**config.mk**
```make
export PLATFORM = sky130hd
export DESIGN_NAME = spine_route_engine_flat
export DESIGN_NICKNAME = d
export VERILOG_FILES = /design/src/rtl/spine_route_engine_pkg.sv /design/src/rtl/spine_route_engine_if.sv /design/src/rtl/spine_route_engine_rr_pick.sv /design/src/rtl/spine_route_engine.sv /design/src/flat_wrapper.sv
export SDC_FILE = /design/constraint.sdc
export NUM_CORES = 1
export LEC_CHECK = 0
export CORE_MARGIN = 8
export CORE_UTILIZATION = 50
export DETAILED_ROUTE_END_ITERATION = 12
export PLACE_DENSITY = 0.78
export SKIP_LAST_GASP = 1
export SLEW_MARGIN = 20
export SYNTH_ARGS = -nofsm -noshare
export SYNTH_HDL_FRONTEND = slang
export SYNTH_SLANG_ARGS = --single-unit
```
**constraint.sdc**
```tcl
create_clock -name clk -period 5 [get_ports clk]
set_clock_uncertainty 0.1 [all_clocks]
set_input_delay 1 -clock clk [delete_from_list [all_inputs] [get_ports clk]]
set_output_delay 1 -clock clk [all_outputs]
set_load 0.02 [all_outputs]
```
**src/rtl/spine_route_engine_pkg.sv**
```systemverilog
// Shared definitions for the spine routing stage: route decision kinds,
// the drop port code, the group->port map and destination field helpers.
package spine_route_engine_pkg;

    localparam int PORT_DROP = 0;

    typedef enum logic [1:0] {
        DEC_DROP   = 2'd0,
        DEC_LOCAL  = 2'd1,
        DEC_DIRECT = 2'd2,
        DEC_DETOUR = 2'd3
    } route_dec_e;

    // Remote groups occupy the ports after the leaves, numbered by rank with
    // this spine's own group squeezed out of the sequence.
    function automatic int spine_port(input int group, input int self_id, input int num_leaves);
        if (group < self_id) begin
            return num_leaves + group;
        end
        return num_leaves + group - 1;
    endfunction

    function automatic logic [31:0] dest_group(input logic [31:0] dest, input int leaf_w);
        return dest >> leaf_w;
    endfunction

    function automatic logic [31:0] dest_leaf(input logic [31:0] dest, input int leaf_w);
        return dest & ((32'd1 << leaf_w) - 32'd1);
    endfunction

endpackage

```
**src/rtl/spine_route_engine_if.sv**
```systemverilog
// Request/response bundle of the spine routing stage, plus link health and
// the statistics counters that travel with it.
interface spine_route_engine_if #(
    parameter int NUM_GROUPS = 8,
    parameter int GROUP_W    = 4,
    parameter int LEAF_W     = 2,
    parameter int PORT_W     = 4,
    parameter int CNT_W      = 16
) ();

    logic                        req_valid;
    logic                        req_ready;
    logic [GROUP_W+LEAF_W-1:0]   req_dest;
    logic [NUM_GROUPS-1:0]       link_up;
    logic                        rsp_valid;
    logic                        rsp_ready;
    logic [PORT_W-1:0]           rsp_port;
    logic                        rsp_drop;
    logic                        rsp_detour;
    logic [CNT_W-1:0]            drop_cnt;
    logic [CNT_W-1:0]            detour_cnt;

    modport master (
        output req_valid, req_dest, link_up, rsp_ready,
        input  req_ready, rsp_valid, rsp_port, rsp_drop, rsp_detour, drop_cnt, detour_cnt
    );

    modport slave (
        input  req_valid, req_dest, link_up, rsp_ready,
        output req_ready, rsp_valid, rsp_port, rsp_drop, rsp_detour, drop_cnt, detour_cnt
    );

endinterface

```
**src/rtl/spine_route_engine_rr_pick.sv**
```systemverilog
// Round-robin alternate spine selector: finds the first live group, other
// than this spine and the original destination, at or after rr_ptr, wrapping.
module spine_rr_pick #(
    parameter int NUM_GROUPS = 8,
    parameter int GROUP_ID   = 2,
    parameter int GROUP_W    = 4
) (
    input  logic [NUM_GROUPS-1:0] i_link_up,
    input  logic [GROUP_W-1:0]    i_dest_group,
    input  logic [GROUP_W-1:0]    i_rr_ptr,
    output logic                  o_found,
    output logic [GROUP_W-1:0]    o_group
);

    logic [NUM_GROUPS-1:0] w_elig;

    // Candidate mask: live links, excluding our own group and the dead destination.
    always_comb begin
        w_elig = '0;
        for (int i = 0; i < NUM_GROUPS; i++) begin
            w_elig[i] = i_link_up[i] && ((i + 1) != GROUP_ID) && ((i + 1) != int'(i_dest_group));
        end
    end

    // Two passes give the cyclic scan: groups >= rr_ptr first, then the wrapped low groups.
    always_comb begin
        o_found = 1'b0;
        o_group = '0;
        for (int i = 0; i < NUM_GROUPS; i++) begin
            if (!o_found && w_elig[i] && ((i + 1) >= int'(i_rr_ptr))) begin
                o_found = 1'b1;
                o_group = GROUP_W'(i + 1);
            end
        end
        for (int i = 0; i < NUM_GROUPS; i++) begin
            if (!o_found && w_elig[i] && ((i + 1) < int'(i_rr_ptr))) begin
                o_found = 1'b1;
                o_group = GROUP_W'(i + 1);
            end
        end
    end

endmodule

```
**src/rtl/spine_route_engine.sv**
```systemverilog
// Registered spine routing stage: decodes {group, leaf} into a crossbar port,
// detours around dead inter-group links round-robin, and counts drops/detours.
module spine_route_engine
    import spine_route_engine_pkg::*;
#(
    parameter int GROUP_ID   = 2,
    parameter int NUM_GROUPS = 8,
    parameter int NUM_LEAVES = 4,
    parameter int GROUP_W    = 4,
    parameter int LEAF_W     = 2,
    parameter int PORT_W     = 4,
    parameter int CNT_W      = 16
) (
    input  logic                 clk,
    input  logic                 rst,
    spine_route_engine_if.slave  bus
);

    logic [GROUP_W-1:0] w_group;
    logic [LEAF_W-1:0]  w_leaf;
    logic               w_req_ready;
    logic               w_accept;
    logic               w_rsp_fire;
    logic               w_dest_live;
    logic               w_pick_found;
    logic [GROUP_W-1:0] w_pick_group;
    logic [GROUP_W-1:0] w_rr_next;
    route_dec_e         w_dec;
    logic [PORT_W-1:0]  w_port;

    logic [GROUP_W-1:0] r_rr_ptr;
    logic               r_rsp_valid;
    logic [PORT_W-1:0]  r_rsp_port;
    logic               r_rsp_drop;
    logic               r_rsp_detour;
    logic [CNT_W-1:0]   r_drop_cnt;
    logic [CNT_W-1:0]   r_detour_cnt;

    assign w_group     = GROUP_W'(dest_group(32'(bus.req_dest), LEAF_W));
    assign w_leaf      = LEAF_W'(dest_leaf(32'(bus.req_dest), LEAF_W));
    assign w_req_ready = !r_rsp_valid || bus.rsp_ready;
    assign w_accept    = bus.req_valid && w_req_ready;
    assign w_rsp_fire  = r_rsp_valid && bus.rsp_ready;
    assign w_rr_next   = (int'(w_pick_group) >= NUM_GROUPS) ? GROUP_W'(1) : w_pick_group + GROUP_W'(1);

    spine_rr_pick #(
        .NUM_GROUPS (NUM_GROUPS),
        .GROUP_ID   (GROUP_ID),
        .GROUP_W    (GROUP_W)
    ) u_rr_pick (
        .i_link_up    (bus.link_up),
        .i_dest_group (w_group),
        .i_rr_ptr     (r_rr_ptr),
        .o_found      (w_pick_found),
        .o_group      (w_pick_group)
    );

    // Health of the direct spine link toward the destination group.
    always_comb begin
        w_dest_live = 1'b0;
        for (int i = 0; i < NUM_GROUPS; i++) begin
            if ((i + 1) == int'(w_group)) begin
                w_dest_live = bus.link_up[i];
            end
        end
    end

    // Route decision in priority order: invalid group, local leaf, direct link, detour, drop.
    always_comb begin
        w_dec = DEC_DROP;
        if (w_group == '0 || int'(w_group) > NUM_GROUPS) begin
            w_dec = DEC_DROP;
        end else if (int'(w_group) == GROUP_ID) begin
            w_dec = (int'(w_leaf) < NUM_LEAVES) ? DEC_LOCAL : DEC_DROP;
        end else if (w_dest_live) begin
            w_dec = DEC_DIRECT;
        end else if (w_pick_found) begin
            w_dec = DEC_DETOUR;
        end
    end

    // Port number for the chosen decision.
    always_comb begin
        w_port = PORT_W'(PORT_DROP);
        case (w_dec)
            DEC_LOCAL:  w_port = PORT_W'(int'(w_leaf) + 1);
            DEC_DIRECT: w_port = PORT_W'(spine_port(int'(w_group), GROUP_ID, NUM_LEAVES));
            DEC_DETOUR: w_port = PORT_W'(spine_port(int'(w_pick_group), GROUP_ID, NUM_LEAVES));
            default:    w_port = PORT_W'(PORT_DROP);
        endcase
    end

    // Output stage: load on accept, clear valid once consumed, hold while stalled.
    always_ff @(posedge clk) begin
        if (rst) begin
            r_rsp_valid  <= 1'b0;
            r_rsp_port   <= '0;
            r_rsp_drop   <= 1'b0;
            r_rsp_detour <= 1'b0;
        end else if (w_accept) begin
            r_rsp_valid  <= 1'b1;
            r_rsp_port   <= w_port;
            r_rsp_drop   <= (w_dec == DEC_DROP);
            r_rsp_detour <= (w_dec == DEC_DETOUR);
        end else if (bus.rsp_ready) begin
            r_rsp_valid  <= 1'b0;
        end
    end

    // Round-robin pointer moves past the chosen alternate only on accepted detours.
    always_ff @(posedge clk) begin
        if (rst) begin
            r_rr_ptr <= GROUP_W'(1);
        end else if (w_accept && (w_dec == DEC_DETOUR)) begin
            r_rr_ptr <= w_rr_next;
        end
    end

    // Saturating statistics, counted when a response is actually handed downstream.
    always_ff @(posedge clk) begin
        if (rst) begin
            r_drop_cnt   <= '0;
            r_detour_cnt <= '0;
        end else begin
            if (w_rsp_fire && r_rsp_drop && (r_drop_cnt != '1)) begin
                r_drop_cnt <= r_drop_cnt + CNT_W'(1);
            end
            if (w_rsp_fire && r_rsp_detour && (r_detour_cnt != '1)) begin
                r_detour_cnt <= r_detour_cnt + CNT_W'(1);
            end
        end
    end

    assign bus.req_ready  = w_req_ready;
    assign bus.rsp_valid  = r_rsp_valid;
    assign bus.rsp_port   = r_rsp_port;
    assign bus.rsp_drop   = r_rsp_drop;
    assign bus.rsp_detour = r_rsp_detour;
    assign bus.drop_cnt   = r_drop_cnt;
    assign bus.detour_cnt = r_detour_cnt;

endmodule

```
**src/flat_wrapper.sv**
```systemverilog
// flat-port wrapper written by rule: the top's interface ports become plain ports
module spine_route_engine_flat import spine_route_engine_pkg::*;
#(
    parameter int GROUP_ID   = 2,
    parameter int NUM_GROUPS = 8,
    parameter int NUM_LEAVES = 4,
    parameter int GROUP_W    = 4,
    parameter int LEAF_W     = 2,
    parameter int PORT_W     = 4,
    parameter int CNT_W      = 16
)
  (clk, rst, bus_req_valid, bus_req_dest, bus_link_up, bus_rsp_ready, bus_req_ready, bus_rsp_valid, bus_rsp_port, bus_rsp_drop, bus_rsp_detour, bus_drop_cnt, bus_detour_cnt);
  spine_route_engine_if #(.NUM_GROUPS(NUM_GROUPS), .GROUP_W(GROUP_W), .LEAF_W(LEAF_W), .PORT_W(PORT_W), .CNT_W(CNT_W)) bus_i ();
  input  logic clk;
  input  logic rst;
  input wire logic [$bits(bus_i.req_valid)-1:0] bus_req_valid;
  input wire logic [$bits(bus_i.req_dest)-1:0] bus_req_dest;
  input wire logic [$bits(bus_i.link_up)-1:0] bus_link_up;
  input wire logic [$bits(bus_i.rsp_ready)-1:0] bus_rsp_ready;
  output wire logic [$bits(bus_i.req_ready)-1:0] bus_req_ready;
  output wire logic [$bits(bus_i.rsp_valid)-1:0] bus_rsp_valid;
  output wire logic [$bits(bus_i.rsp_port)-1:0] bus_rsp_port;
  output wire logic [$bits(bus_i.rsp_drop)-1:0] bus_rsp_drop;
  output wire logic [$bits(bus_i.rsp_detour)-1:0] bus_rsp_detour;
  output wire logic [$bits(bus_i.drop_cnt)-1:0] bus_drop_cnt;
  output wire logic [$bits(bus_i.detour_cnt)-1:0] bus_detour_cnt;
  assign bus_i.req_valid = bus_req_valid;
  assign bus_i.req_dest = bus_req_dest;
  assign bus_i.link_up = bus_link_up;
  assign bus_i.rsp_ready = bus_rsp_ready;
  assign bus_req_ready = bus_i.req_ready;
  assign bus_rsp_valid = bus_i.rsp_valid;
  assign bus_rsp_port = bus_i.rsp_port;
  assign bus_rsp_drop = bus_i.rsp_drop;
  assign bus_rsp_detour = bus_i.rsp_detour;
  assign bus_drop_cnt = bus_i.drop_cnt;
  assign bus_detour_cnt = bus_i.detour_cnt;
  spine_route_engine #(.GROUP_ID(GROUP_ID), .NUM_GROUPS(NUM_GROUPS), .NUM_LEAVES(NUM_LEAVES), .GROUP_W(GROUP_W), .LEAF_W(LEAF_W), .PORT_W(PORT_W), .CNT_W(CNT_W)) u_core (.clk(clk), .rst(rst), .bus(bus_i));
endmodule
```
==> parameters.txt <==
Parameter                              Value

Global routing
  Global-route wire length before repair    between 10 and 15 mm
  Sum of overflow across all layers after global routing    0
  Number of antenna violations at the first check in global routing    0
  Pin count of the biggest net entering global routing    23
  Number of global-route vias before repair    2711
  Gr usage total    16.9%

Routing
  Drt initial violations    180
  Number of iterations in the first detailed-routing pass    5
  Antenna Violating Nets Remaining    0
  Final routed DRC violation total    0
  Drt wl/cell    14.8 um
  Via total after detailed routing    about 2800
  Vias per Instance    5.77
  Routed wire length    between 7 and 8 mm

Floorplanning
  Row count    27
  Die Outline Area    roughly 8500 um^2
  Effective utilization at floorplan    between 50% and 60%
  Die span in y    just over 90 um
  IO Pins    58
  Horiz. Die Dim    slightly above 90 um
  Core area    5540 um^2

Timing
  Number of hold violations in the final report    0
  RSZ-0062 raised after global routing    no
  Highest achievable clock rate    227 MHz
  Max transition margin    roughly 50%
  Count of final setup violators    0
  Fin crit period    between 4 and 5 ns
  Number of max-slew violations in the final report    0
  Final setup margin    about 0.60 ns
  Worst Max-Slew Pin Slew    around 0.75 ns
  Post-route setup TNS    0 ns
  Final period util    between 80% and 90%

Setup path
  Critical Setup Path Class    in -> reg
  Kind of capture point of the worst setup path    flip-flop
  Data required, critical path    between 5 and 6 ns
  Biggest fanout along the worst timing path    8
  Arrival time of the worst setup path    4.52 ns
  Startpoint kind of the worst setup timing path    input port

Clock network
  Root Buffer    clkbuf_8
  Setup Buffers After CTS    0
  Clock latency of the later-clocked register in the worst-skew pair    0.29 ns
  Post-cts gate resize count    0
  CTS tree    yes
  Clock-pin slew of the registers on the worst-case setup and hold paths    roughly 0.080 ns
  Number of H-tree levels    2
  Hold buffers post-CTS    0
  CTS Buf Count    5
  Clk buf depth    2
  TritonCTS sink count    43

Synth
  Part of the Yosys area used for sequential elements    between 20% and 30%
  Largest cells by area after synthesis    dfxtp_1 30%, ha_1 6.5%, nor2_1 5.7%
  Gate count of the mapped netlist    between 300 and 400
  Post-synthesis cell type with the largest combined area    dfxtp_1
  Commonest cells in the synthesized netlist    44 x nor2_1, 43 x dfxtp_1, 31 x nand2_1
  Area of the mapped netlist    about 2900 um^2
  Yosys cell types    between 60 and 70
  Most used flip-flop cell after synthesis    dfxtp_1
  Synth top area share    ~30%
  Synthesized area per cell    roughly 8.0 um^2
  Number of synthesized register bits    43
  Number of synthesized flops with an enable pin    0
  Count of synthesis-stage warnings from yosys    0
  Share of flip-flops with an asynchronous set or reset    0%
  Synthesized netlist net count    ~400
  Most frequent cell after synthesis    nor2_1

Final layout
  Number of antenna repair diodes    0
  Post-layout util    roughly two thirds
  Number of nets in the finished design    roughly 450
  Area growth from synthesis to layout    23.9%
  Share of final-layout standard cells stronger than drive strength 1    6.24%

Placed design
  Final weighted congestion of routability-driven global placement    just over 0.9
  IO Port Bufs    57
  DPL Wire Length    ~5.8 mm
  Minimum setup slack after placement    0.320 ns

Status
  Outcome    finished clean

Pwr
  Worst IR drop on VDD    approximately 0.12 mV
  Leak pwr    1.30 nW
  Power density over cell area    203 nW/um^2

Worst hold path
  Class of the most critical hold timing path    reg -> reg

Job
  Maximum capacitance violations    0
==> critical path, cell delays in order <==
cell and delay (ns):
clkdlybuf4s50_1 0.52, inv_1 0.13, ha_1 0.28, a21boi_0 0.28, a222oi_1 0.51, nand4_1 0.22
o32ai_1 0.35, or2b_1 0.24, inv_2 0.06, ha_1 0.20, and2_1 0.16, a311oi_1 0.22
o21ai_0 0.11, a211oi_1 0.23
==> worst paths after layout <==
check | startpoint | depth (start not counted) | end | slack, ns
worst min-delay path | u_core.bus.rsp_port[0]$_SDFFE_PP0P_ | 2 | u_core.bus.rsp_port[0]$_SDFFE_PP0P_ | 0.41
worst max-delay path | bus_req_dest[3] | 14 | u_core.bus.rsp_port[2]$_SDFFE_PP0P_ | 0.60
worst min register to register | u_core.bus.rsp_port[0]$_SDFFE_PP0P_ | 2 | u_core.bus.rsp_port[0]$_SDFFE_PP0P_ | 0.41
worst max register to register | u_core.r_rr_ptr[3]$_SDFFE_PP0P_ | 11 | u_core.bus.rsp_port[2]$_SDFFE_PP0P_ | 1.65
==> power by group <==
group / internal, mW / switching (mW) / total (mW)
registers: 0.349 / 0.00805 / 0.357
clock network: 0.0977 / 0.119 / 0.216
logic: 0.0703 / 0.0871 / 0.157
total: 0.517 / 0.214 / 0.730
==> area by class of cell <==
type,count,area [um^2]
multi-input cells,289,1910
flip-flops and latches,43,861
repair buffers,58,578
fillers,497,1950
clock inverters,2,12.5
inverters,19,71.3
well taps,72,90.1
clock buffers,6,72.6
==> through the flow <==
step	cells	hold WS, ns	area [um^2]	power [mW]
global placement	481	0.369	3510	0.517
floorplan	362	0.415	2900	0.471
CTS	489	0.406	3590	0.734
finish	489	0.409	3590	0.730
global route	489	0.435	3590	0.764
detailed placement	481	0.375	3510	0.519
==> cell families after synthesis <==
| family | share of synthesized area [%] |
|---|---|
| compound gates | 22.4 |
| xor+xnor | 8.76 |
| fa+ha+maj | 6.47 |
| buf+inv | 4.53 |
| flops | 29.7 |
| mux | 1.04 |
| simple gates | 27.1 |
==> state kept, by name (all words and copies together) (netlist names) <==
register	count
u_core.bus.detour_cnt	16
u_core.bus.drop_cnt	16
u_core.bus.rsp_detour	1
u_core.bus.rsp_drop	1
u_core.bus.rsp_port	4
u_core.bus.rsp_valid	1
u_core.r_rr_ptr	4
==> per-layer routing <==
layer / GRT usage (%) / part of all wire (%) / vias to the layer above
met4: 5.10 / 1.4 / 0
met1: 20.6 / 44 / 1308
met3: 3.02 / 6.2 / 8
met2: 29.4 / 48 / 88
met5: 0 / 0 / -
li1: - / - / 1418
==> layout by cell type (no fill, tap or decap), types with 3 or more instances in the layout <==
cell type         n
and2_1            3
a22oi_1           3
a21boi_0          6
a21oi_1          13
nor3_1           10
dfxtp_1          43
a32oi_1           3
ha_1             15
a211oi_1          3
nand2_1          31
and3_1            5
nand3_1          20
nand2b_1          4
nand4_1           9
inv_1            17
xor2_1           13
nor2_1           44
clkbuf_8          5
xnor2_1          16
a21bo_2           4
nor2b_1           4
or3_1             6
clkdlybuf4s50_1  57
mux2i_1           3
o21ai_0          16
o31ai_1           3
No activity file was read; power rests on OpenSTA's default activity.
